<file path="src/rtl/mem_arbiter_pkg.sv">
// Shared constants and types for the instruction/data memory arbiter.
// Holds the FSM state encoding, the default bus timeout and the latched request record.
// Imported by mem_arbiter and mem_wait_cnt; carries no logic of its own.
package mem_arbiter_pkg;

  // Default maximum number of bus cycles spent waiting for bus_ack (legal range 1..255).
  localparam int unsigned MEM_TIMEOUT_DEFAULT = 255;

  // The wait counter must be able to hold TIMEOUT-1, which is at most 254.
  localparam int unsigned WAIT_CNT_W = 8;

  typedef enum logic [2:0] {
    ST_IDLE   = 3'd0,
    ST_I_BUS  = 3'd1,
    ST_D_BUS  = 3'd2,
    ST_I_DONE = 3'd3,
    ST_D_DONE = 3'd4
  } arb_state_t;

  // Request fields captured at grant time; these drive the shared bus.
  typedef struct packed {
    logic        we;
    logic [31:0] addr;
    logic [31:0] wdata;
  } bus_req_t;

  function automatic logic is_bus_state(input arb_state_t s);
    return (s == ST_I_BUS) || (s == ST_D_BUS);
  endfunction

endpackage

</file>
<file path="src/rtl/mem_arbiter_wait_cnt.sv">
// mem_wait_cnt: counts bus cycles spent waiting for an acknowledge.
// Latency: count updates on the rising edge after clr/inc; clr has priority over inc.
// Backpressure: none; the owning FSM leaves the bus state before the counter can wrap.
// Ports: clk, rst_n (async active-low), clr (hold at zero), inc (count one cycle), cnt (current value).
module mem_wait_cnt
  import mem_arbiter_pkg::*;
#(
  parameter int unsigned W = WAIT_CNT_W
) (
  input  logic         clk,
  input  logic         rst_n,
  input  logic         clr,
  input  logic         inc,
  output logic [W-1:0] cnt
);

  always_ff @(posedge clk or negedge rst_n) begin
    if (!rst_n) begin
      cnt <= '0;
    end else if (clr) begin
      cnt <= '0;
    end else if (inc) begin
      cnt <= cnt + 1'b1;
    end
  end

endmodule

</file>
<file path="src/rtl/mem_arbiter.sv">
// mem_arbiter: shares one memory bus between instruction fetch and load/store, data first.
// Latency: minimum 3 cycles per transaction (IDLE grant, BUS with ack, DONE); results valid in DONE.
// Backpressure: if_stall/d_stall hold the requester until its DONE cycle; a silent bus times out.
// Ports:
//   clk, rst_n                           clock and asynchronous active-low reset
//   if_req/if_addr -> if_rdata/if_stall  instruction fetch port
//   d_req/d_we/d_addr/d_wdata -> d_rdata/d_stall  load/store port
//   bus_cs/bus_we/bus_addr/bus_wdata, bus_rdata/bus_ack  shared memory bus
//   bus_err                              one-cycle pulse when a transaction times out
module mem_arbiter
  import mem_arbiter_pkg::*;
#(
  parameter int unsigned TIMEOUT = MEM_TIMEOUT_DEFAULT
) (
  input  logic        clk,
  input  logic        rst_n,
  input  logic        if_req,
  input  logic [31:0] if_addr,
  output logic [31:0] if_rdata,
  output logic        if_stall,
  input  logic        d_req,
  input  logic        d_we,
  input  logic [31:0] d_addr,
  input  logic [31:0] d_wdata,
  output logic [31:0] d_rdata,
  output logic        d_stall,
  output logic        bus_cs,
  output logic        bus_we,
  output logic [31:0] bus_addr,
  output logic [31:0] bus_wdata,
  input  logic [31:0] bus_rdata,
  input  logic        bus_ack,
  output logic        bus_err
);

  // Counter value seen in the last permitted wait cycle: TIMEOUT bus cycles in total.
  localparam logic [WAIT_CNT_W-1:0] WAIT_LAST = WAIT_CNT_W'(TIMEOUT - 1);

  arb_state_t              state;
  arb_state_t              state_nxt;
  bus_req_t                req_q;
  logic [WAIT_CNT_W-1:0]   wait_cnt;
  logic                    in_bus;
  logic                    grant_d;
  logic                    grant_i;
  logic                    capture;
  logic                    timeout;

  assign in_bus = is_bus_state(state);

  // Held at zero outside the bus states, so it is always clear on entry to *_BUS.
  mem_wait_cnt #(
    .W (WAIT_CNT_W)
  ) u_wait_cnt (
    .clk   (clk),
    .rst_n (rst_n),
    .clr   (!in_bus),
    .inc   (in_bus && !bus_ack),
    .cnt   (wait_cnt)
  );

  always_ff @(posedge clk or negedge rst_n) begin
    if (!rst_n) begin
      state <= ST_IDLE;
    end else begin
      state <= state_nxt;
    end
  end

  always_comb begin
    state_nxt = state;
    grant_d   = 1'b0;
    grant_i   = 1'b0;
    capture   = 1'b0;
    timeout   = 1'b0;
    case (state)
      ST_IDLE: begin
        if (d_req) begin
          state_nxt = ST_D_BUS;
          grant_d   = 1'b1;
        end else if (if_req) begin
          state_nxt = ST_I_BUS;
          grant_i   = 1'b1;
        end
      end
      ST_I_BUS: begin
        if (bus_ack) begin
          state_nxt = ST_I_DONE;
          capture   = 1'b1;
        end else if (wait_cnt == WAIT_LAST) begin
          state_nxt = ST_I_DONE;
          timeout   = 1'b1;
        end
      end
      ST_D_BUS: begin
        if (bus_ack) begin
          state_nxt = ST_D_DONE;
          capture   = 1'b1;
        end else if (wait_cnt == WAIT_LAST) begin
          state_nxt = ST_D_DONE;
          timeout   = 1'b1;
        end
      end
      ST_I_DONE: state_nxt = ST_IDLE;
      ST_D_DONE: state_nxt = ST_IDLE;
      default:   state_nxt = ST_IDLE;
    endcase
  end

  // Request fields are only written at grant time, so they stay frozen while bus_cs=1.
  // A flushed transaction still updates its rdata register; the requester has
  // already moved on and simply never looks at it.
  always_ff @(posedge clk or negedge rst_n) begin
    if (!rst_n) begin
      req_q    <= '0;
      if_rdata <= '0;
      d_rdata  <= '0;
      bus_err  <= 1'b0;
    end else begin
      bus_err <= timeout;

      if (grant_d) begin
        req_q <= '{we: d_we, addr: d_addr, wdata: d_wdata};
      end else if (grant_i) begin
        req_q <= '{we: 1'b0, addr: if_addr, wdata: 32'h0};
      end

      if (state == ST_I_BUS) begin
        if (timeout) begin
          if_rdata <= '0;
        end else if (capture && !req_q.we) begin
          if_rdata <= bus_rdata;
        end
      end

      if (state == ST_D_BUS) begin
        if (timeout) begin
          d_rdata <= '0;
        end else if (capture && !req_q.we) begin
          d_rdata <= bus_rdata;
        end
      end
    end
  end

  assign bus_cs    = in_bus;
  assign bus_we    = req_q.we;
  assign bus_addr  = req_q.addr;
  assign bus_wdata = req_q.wdata;

  assign if_stall = if_req && (state != ST_I_DONE);
  assign d_stall  = d_req && (state != ST_D_DONE);

endmodule

</file>
<file path="config.mk">
export PLATFORM = sky130hd
export DESIGN_NAME = mem_arbiter
export DESIGN_NICKNAME = d
export VERILOG_FILES = /design/src/rtl/mem_arbiter_pkg.sv /design/src/rtl/mem_arbiter_wait_cnt.sv /design/src/rtl/mem_arbiter.sv
export SDC_FILE = /design/constraint.sdc
export NUM_CORES = 1
export LEC_CHECK = 0
export CAP_MARGIN = 10
export CORE_MARGIN = 2
export CORE_UTILIZATION = 43
export CTS_BUF_LIST = sky130_fd_sc_hd__clkbuf_2 sky130_fd_sc_hd__clkbuf_4 sky130_fd_sc_hd__clkbuf_8
export CTS_CLUSTER_DIAMETER = 40
export DETAILED_ROUTE_END_ITERATION = 8
export PLACE_DENSITY = 0.85
export SLEW_MARGIN = 10
export SYNTH_ARGS = -nofsm -noshare
export SYNTH_HDL_FRONTEND = slang
export SYNTH_SLANG_ARGS = --single-unit
</file>
<file path="constraint.sdc">
create_clock -name clk -period 2.2 [get_ports clk]
set_input_delay 0.66 -clock clk [delete_from_list [all_inputs] [get_ports clk]]
set_output_delay 0.66 -clock clk [all_outputs]
set_load 0.1 [all_outputs]
</file>
==> key figures <==
Run
  • Max-cap viol count: 0

STA
  • Period utilization: 99.9%
  • Fmax: 455 MHz
  • RSZ-0062 raised after global routing: true
  • Clk_skew: 9.39 ps
  • Worst slew pin tran: 453 ps
  • Final setup margin: 2.29 ps
  • Final Hold Fails: 0
  • Final setup fails: 0
  • Slew headroom: 69.8%
  • Slew Viols, Final: 0
  • Fin crit period: 2200 ps

Synthesis
  • Sequential cell area fraction in the yosys report: 60.1%
  • Synth cell types: 35
  • Mapped Nets: 586
  • Post-Syn Area per Cell: 13.0 sq um
  • Synthesized flop and latch total: 141
  • Synth Warn #: 0
  • EDFF count, synth: 0
  • Post-Synthesis Cell Area: 5870 sq um
  • Mapped Cells: 450
  • Ys async rst share: 100%
  • Ys flop type: dfrtp_1

Detailed routing
  • Vias: 4591
  • Initial DRC Count: 222
  • Initial DRT Pass Iterations: 4
  • Vias/cell: 5.01
  • DRC violation count after routing: 0
  • WL final: 15800 um
  • Routed length per instance: 17.2 um
  • Antenna viol nets, final: 0

Global routing
  • Initial antenna violation count: 0
  • Vias in the first global route: 5051
  • First-pass GRT wire length: 24800 um
  • Tot GR Track Use: 22.1%
  • Total grt overflow: 0
  • Largest net degree at the start of global routing: 98

Critical path
  • Worst-path fanout max: 4
  • CP Class: reg2out
  • CP Launch Type: flop
  • Worst EP arrival: 1540 ps
  • Worst Setup End Kind: output port
  • Data required time of the worst path: 1540 ps

Clock network
  • Skew-Pair Late Insertion Delay: 440 ps
  • CTS Sinks: 141
  • Clk buf depth: 2
  • CTS H-Tree Depth: 4
  • Cts hold-fix bufs: 0
  • Inserted Clock Buffers: 17
  • Root buffer cell: clkbuf_8
  • CTS tree: done
  • Worst-path clk slew: 70 ps

Finish
  • Most frequent cells in the layout: buf_4 (139), dfrtp_1 (138), clkdlybuf4s50_1 (131)
  • Share of cells above drive strength 1: 36.1%
  • Layout fillers: 964
  • Area delta synth->final: 55.0%
  • Cell area after layout: 9090 sq um
  • NumNets Final: 864
  • # diodes: 0
  • Commonest non-fill, non-tap cell in the layout: buf_4

Outcome
  • Outcome: complete, no violations

Floorplanning
  • Die Span Y: 121 um
  • Initial Util: 44.1%
  • Num ports: 267
  • Row cnt: 42
  • Die area: 14600 sq um
  • Die Wd: 121 um
  • CORE AREA: 13300 sq um

Placed design
  • Placed cell area: 8630 sq um
  • Setup WS pre-CTS: -268 ps
  • IO buf count: 266
  • GP Congestion: 0.815
  • HPWL Detailed: 11800 um

Min path
  • Worst Hold Class: in2async
[per-layer routing]
layer / track usage (%) / part of all wire, % / up-vias
li1: - / - / 2135
met1: 23.3 / 37 / 2237
met2: 38.7 / 51 / 191
met3: 9.72 / 9.7 / 28
met4: 8.07 / 2.1 / 0
met5: 0 / 0 / -
[path summary, 6_finish.rpt]
kind	start	end	slack (ps)	cells after the start
max	state[0]	bus_cs	2	4
min	rst_n	if_rdata[10]	150	1
max reg2reg	state[1]	bus_addr[0]	200	6
min reg2reg	bus_addr[8]	bus_addr[8]	490	2
max in group asynchronous	rst_n	if_rdata[0]	1480	2
min in group clk	bus_addr[8]	bus_addr[8]	490	2
[through the flow]
| stage | util [%] | instances | hold slack, ps | TNS (ps) |
|---|---|---|---|---|
| 6_report | 68.4 | 916 | 153 | 0 |
| 5_1_grt | 68.4 | 916 | 150 | -58.8 |
| 4_1_cts | 68.3 | 915 | 140 | -53.7 |
| 3_5_place_dp | 64.9 | 882 | 473 | -14930 |
| 3_3_place_gp | 64.9 | 882 | 465 | -9970 |
| 2_1_floorplan | - | 450 | 364 | -574 |
[flip-flops by register name, summed over array words and instances, names as in the netlist]
signal	flops
bus_addr	32
bus_err	1
bus_wdata	32
bus_we	1
d_rdata	32
if_rdata	32
state	3
u_wait_cnt.cnt	8
[worst max-delay path, stage by stage, from the launching register on]
cell and delay, ps:
dfrtp_2 440, xnor2_2 160, or2_4 250, clkinvlp_4 80, buf_12 160
[cells by family (layout without fill, tap and decap cells)]
family	Yosys count	after routing	synth area share, %
flip-flops	141	141	60.1
multiplexers	97	97	17.9
AND/OR/NAND/NOR	94	94	8.87
AO/OA/AOI/OAI	77	77	8.83
buffers and inverters	33	323	2.92
XOR/XNOR	6	6	0.896
adder cells (fa/ha/maj)	2	2	0.426
[synth_stat cells (3+ instances only)]
| master | instances | area [sq um] |
|---|---|---|
| mux2_2 | 65 | 732 |
| buf_4 | 3 | 22.5 |
| nor2b_1 | 35 | 219 |
| mux2i_1 | 32 | 320 |
| clkbuf_1 | 12 | 45.0 |
| a22o_1 | 33 | 289 |
| xor2_1 | 4 | 35.0 |
| buf_6 | 3 | 33.8 |
| nor2_1 | 8 | 30.0 |
| nand2_1 | 35 | 131 |
| dfrtp_1 | 141 | 3530 |
| a21oi_1 | 5 | 25.0 |
| buf_2 | 11 | 55.1 |
| o21ai_0 | 34 | 170 |
| inv_1 | 4 | 15.0 |
[final cells by class]
cell class / instances / area (sq um) / area share [%]
clock buffers: 21 / 277 / 3.04
clock inverters: 10 / 140 / 1.54
inverters: 4 / 18.8 / 0.206
multi-input cells: 276 / 2210 / 24.3
flip-flops and latches: 141 / 3530 / 38.8
well taps: 176 / 220 / 2.42
repair buffers: 288 / 2700 / 29.7
[timing repair]
item                       CTS  global route
setup endpoints to repair    3             3
gates resized for setup      7             2
setup buffers                2             1
Power is not shown: default switching activity piles up to over one toggle a cycle in this logic, so the estimate is an artifact.
==> variant 1, RTL diff (same settings) <==
Re-encode `arb_state_t` (5 states) as one-hot, 5 bits wide.
--- a/src/rtl/mem_arbiter_pkg.sv
+++ b/src/rtl/mem_arbiter_pkg.sv
@@ -9,12 +9,12 @@
   // The wait counter must be able to hold TIMEOUT-1, which is at most 254.
   localparam int unsigned WAIT_CNT_W = 8;
 
-  typedef enum logic [2:0] {
-    ST_IDLE   = 3'd0,
-    ST_I_BUS  = 3'd1,
-    ST_D_BUS  = 3'd2,
-    ST_I_DONE = 3'd3,
-    ST_D_DONE = 3'd4
+  typedef enum logic [4:0] {
+    ST_IDLE   = 5'b00001,
+    ST_I_BUS  = 5'b00010,
+    ST_D_BUS  = 5'b00100,
+    ST_I_DONE = 5'b01000,
+    ST_D_DONE = 5'b10000
   } arb_state_t;
 
   // Request fields captured at grant time; these drive the shared bus.
Formal check against the unedited RTL: no difference found for any inputs over 4 cycles, from zero or initial values and one cycle with rst_n low; so few cycles prove little.
==> variant 1 against the original RTL <==
- the flow now finishes with violations (negative setup slack)
- routed wire length up 13%
- global-route usage grew 0.86 points
- setup slack worse by 220 ps
- area after synthesis is 7.4% higher
- design area grew 3.8%
- first-iteration DRC count grew 19%
- sequential cell count is 2 higher
- clock skew up 3.1 ps
- worst hold slack about the same
- fmax shrank 9.0%
Power is left out: the tool's default activity adds up to more than one toggle a clock period on the data nets, which glitch-free logic cannot reach.
==> variant 1: results (changes against the original RTL) <==
Share of layout cells above drive strength 1 = 33.21% (-2.9 points)
Slowest CP cell = dfrtp_1
Async SR Flop Fraction = 100.0% (unchanged)
DR WL met3 = 951 um (-38%)
Clk Latency, worst-skew pair = 450 ps
Yosys warns = 0 (unchanged)
Mapped Cells = 506 (+12%)
All-Layer GR Usage = 22.91% (+0.86 points)
Max Used Layer = met4
Vias in the first global route = 5,390 (+6.7%)
Yosys cell types = 44 (+26%)
DR vias = 5,256 (+14%)
Arr. time, crit path = 1750 ps (+210 ps)
Critical Path Fanout Max = 2 (-2)
Worst Skew = 12.53 ps (+3.145 ps)
Port Buffers = 266 (unchanged)
Slew Limit Headroom = 64.58% (-5.2 points)
Worst min path class = in2async
Worst reg2reg setup slack = 130 ps (-70 ps)
Detailed placement HPWL = 12,470 um (+5.3%)
Status = complete, but fails checks
Placer Congestion = 0.8093 (-0.65%)
Post-Syn Nets = 642 (+9.6%)
Synth top cells by count = dfrtp_1, mux2_2, nor2b_1
Synth Flop Type = dfrtp_1
Failing checks = negative setup slack
Max clock buf depth = 2 (unchanged)
Initial antenna violation count = 0 (unchanged)
First-pass GRT wire length = 28,510 um (+15%)
Routed WL per cell = 18.27 um (+5.9%)
Synth top area cells = dfrtp_1, mux2_2, a22o_1
Placed insts = 936 (+6.1%)
M1 wire length = 7164 um (+23%)
Final setup margin = -214.1 ps (-216.4 ps)
Endpoints failing setup = 3 (+3)
NumNets Final = 915 (+5.9%)
Diode count = 0 (unchanged)
H-Tree Depth = 4 (unchanged)
Seq/Total Area, Yosys = 56.81% (-3.3 points)
Drt pass-1 iters = 6 (+2)
Num CTS Buffers = 17 (unchanged)
CP peak stage delay = 400 ps (-40 ps)
Starting DRT DRC Count = 265 (+19%)
Final std cells w/o fill = 976 (+6.6%)
Root Driver = clkbuf_8
Hold_buf cts = 0 (unchanged)
Pin count of the biggest net entering global routing = 49 (-50%)
WL met2 = 9242 um (+14%)
Clock-pin slew on the worst setup and hold paths = 80 ps
==> variant 1: cell count changes after synthesis, sizes merged, moves of 3 or more <==
cell    before  now
a21oi        5    2
a21boi       1   32
buf         17   24
nor2         8   11
a22oi        0   32
xnor2        2    5
mux2i       32    0
clkbuf      12   19
nand2       35    5
a31oi        0   32
==> variant 1: worst paths after layout <==
kind	from	end	cells past startpoint
worst max-delay path	state[3]	bus_cs	4
worst min-delay path	rst_n	d_rdata[20]	1
worst max register to register	state[3]	d_rdata[25]	7
worst min register to register	if_rdata[5]	if_rdata[5]	1
max in group asynchronous	rst_n	bus_addr[17]	2
min in group clk	if_rdata[5]	if_rdata[5]	1
==> variant 1: what timing repair did <==
item	4_1_cts	5_1_grt
pin swaps	3	2
gates resized for setup	4	1
hold endpoints to repair	0	0
buffers inserted	7	1
endpoints found under the setup margin	3	57
==> variant 1: per-layer routing <==
| layer | GRT usage [%] | up-vias |
|---|---|---|
| met5 | 0 | - |
| met1 | 27.33 | 2592 |
| met2 | 39.90 | 215 |
| li1 | - | 2412 |
| met3 | 5.862 | 37 |
| met4 | 8.824 | 0 |
==> variant 1: logic make-up after synthesis <==
family                     synth area share, %
muxes                                    11.62
AOI/OAI and AO/OA                        18.96
and+or+nand+nor                          6.871
DFF                                      56.81
adders and majority gates               0.3971
xor gates and xnor gates                0.9730
buffers and inverters                    4.369
==> variant 1: metrics by stage <==
stage | utilization (%) | worst slack (ps) | hold WS, ps | setup TNS, ps | cell area [um^2]
floorplan | - | -70.70 | 364.4 | -70.70 | 6332
global placement | 62.34 | -180.0 | 474.4 | -9113 | 8992
detailed placement | 62.34 | -229.2 | 486.2 | -10370 | 8992
CTS | 65.34 | -229.3 | 145.1 | -589.7 | 9424
global route | 65.43 | -291.8 | 153.7 | -718.8 | 9438
finish | 65.43 | -214.1 | 152.9 | -497.3 | 9438
==> variant 1: critical path, delay by kind of cell (launching register included) <==
family	cells	cell delay [ps]
and+or+nand+nor	2	660
DFF	1	400
buffers and inverters	2	240
==> variant 1: cell type report <==
type	count	area (um^2)
Clock buffer	21	270.3
Clock inverter	11	93.84
Fill cell	1091	4986
Inverter	5	22.52
Multi-Input combinational cell	315	2494
Sequential cell	143	3581
Tap cell	184	230.2
Timing Repair Buffer	297	2746
==> variant 2, RTL diff (same settings) <==
Without the edit above. Set the package constant `MEM_TIMEOUT_DEFAULT` to 191 (it was 255).
--- a/src/rtl/mem_arbiter_pkg.sv
+++ b/src/rtl/mem_arbiter_pkg.sv
@@ -4,7 +4,7 @@
 package mem_arbiter_pkg;
 
   // Default maximum number of bus cycles spent waiting for bus_ack (legal range 1..255).
-  localparam int unsigned MEM_TIMEOUT_DEFAULT = 255;
+  localparam int unsigned MEM_TIMEOUT_DEFAULT = 191;
 
   // The wait counter must be able to hold TIMEOUT-1, which is at most 254.
   localparam int unsigned WAIT_CNT_W = 8;
Function: same outputs for any inputs over 4 cycles, from zero or initial values and one cycle with rst_n low; that may be too few to reach the edited logic, so the function may still have changed.
==> variant 2 against the original RTL <==
- first-iteration DRC count up 6.8%
- setup slack improved by 30 ps
- sequential cell count is the same
- via count grew 3.9%
- routed wire length is 2.4% higher
- design area grew 2.0%
- area after synthesis up 1.9%
Power is left out: the tool's default activity adds up to more than one toggle a clock period on the data nets, which glitch-free logic cannot reach.
==> variant 2: results (changes against the original RTL) <==
NumNets Final = 938 (+8.6%)
Status = completed
Die Wd = 121.9 um (+0.93%)
Post-Syn Nets = 652 (+11%)
Starting DRT DRC Count = 237 (+6.8%)
Synth top cells by count = dfrtp_1, mux2i_1, inv_1
Placed insts = 959 (+8.7%)
All-Layer GR Usage = 22.26% (+0.20 points)
Synth top area cells = dfrtp_1, mux2i_1, a22o_1
Detailed placement HPWL = 12,250 um (+3.5%)
DR vias = 4,770 (+3.9%)
Routed WL per cell = 16.26 um (-5.7%)
Reg2reg end = bus_addr[24]
Worst Skew = 11.64 ps (+2.248 ps)
Crit path from = state[1]
Pin count of the biggest net entering global routing = 47 (-52%)
Worst hold margin = 145.0 ps (-7.836 ps)
Placed inst area = 0.008742 mm^2 (+1.3%)
Placer Congestion = 0.8352 (+2.5%)
Post-Syn Area per Cell = 11.59 um^2 (-11%)
GR Layer Usage met1 = 28.06% (+4.7 points)
Arr. time, crit path = 1510 ps (-30 ps)
Seq/Total Area, Yosys = 58.98% (-1.1 points)
DR WL met3 = 1309 um (-15%)
M1 wire length = 6507 um (+11%)
Vias in the first global route = 4,950 (-2.0%)
WL met2 = 8076 um (-0.26%)
Worst reg2reg setup slack = 320 ps (+120 ps)
First-pass GRT wire length = 25,270 um (+2.0%)
Layout fillers = 1,013 (+5.1%)
R2R depth = 6 (unchanged)
Worst Tran Pin Value = 449.4 ps (-3.828 ps)
Met3 Use GR = 6.227% (-3.5 points)
Critical Path Fanout Max = 7 (+3)
Vias/cell = 4.794 (-4.4%)
Global-route met2 utilization = 36.73% (-2.0 points)
Yosys cell types = 32 (-8.6%)
Share of layout cells above drive strength 1 = 25.77% (-10 points)
==> variant 2: cell count changes after synthesis, moves of 21 or more <==
| cell | change |
|---|---|
| mux2_2 | -64 |
| inv_1 | +66 |
| nor2b_1 | -31 |
| o21ai_0 | -21 |
| nand2_1 | +30 |
| mux2i_1 | +64 |
==> variant 2: stage by stage <==
stage,setup slack (ps),utilization [%]
2_1_floorplan,-574.3,-
3_3_place_gp,-75.17,63.72
3_5_place_dp,-107.2,63.72
4_1_cts,10.66,67.52
6_report,32.09,67.63
5_1_grt,-38.60,67.63
==> variant 2: layout make-up <==
type,count,share of cell area (%)
clock buffer,23,3.277
clock inverter,9,1.955
inverter,70,2.832
multi-input combinational,276,21.91
sequential,141,38.05
tap,180,2.427
timing repair buffer,296,29.54
==> variant 2: worst max path at each step <==
stage / endpoint / slack [ps] / depth (start not counted)
after floorplan: if_stall / -570 / 1
after global placement: if_stall / -80 / 3
after detailed placement: if_stall / -110 / 3
after CTS: if_stall / 10 / 3
after global routing: bus_cs / -40 / 4
final: if_stall / 30 / 3
==> variant 2: cells by family after synthesis <==
logic type / count (synthesis) / synth area share, %
AOI/OAI and AO/OA: 75 / 8.513
muxes: 97 / 16.25
buffers and inverters: 99 / 7.655
DFF: 141 / 58.98
and+or+nand+nor: 95 / 7.154
xor gates and xnor gates: 7 / 1.025
adders and majority gates: 2 / 0.4183
==> variant 2: repair_timing <==
item / CTS / global route
gates resized for setup: 8 / 1
setup buffers: 2 / 2
setup endpoints to repair: 3 / 3
pin swaps: 2 / 1
hold buffers: 0 / 0
==> variant 2: worst max-delay path, stage by stage, from the launching register on <==
cell and delay [ps]:
dfrtp_2 480, nor2b_2 200, a21boi_4 190, buf_12 190
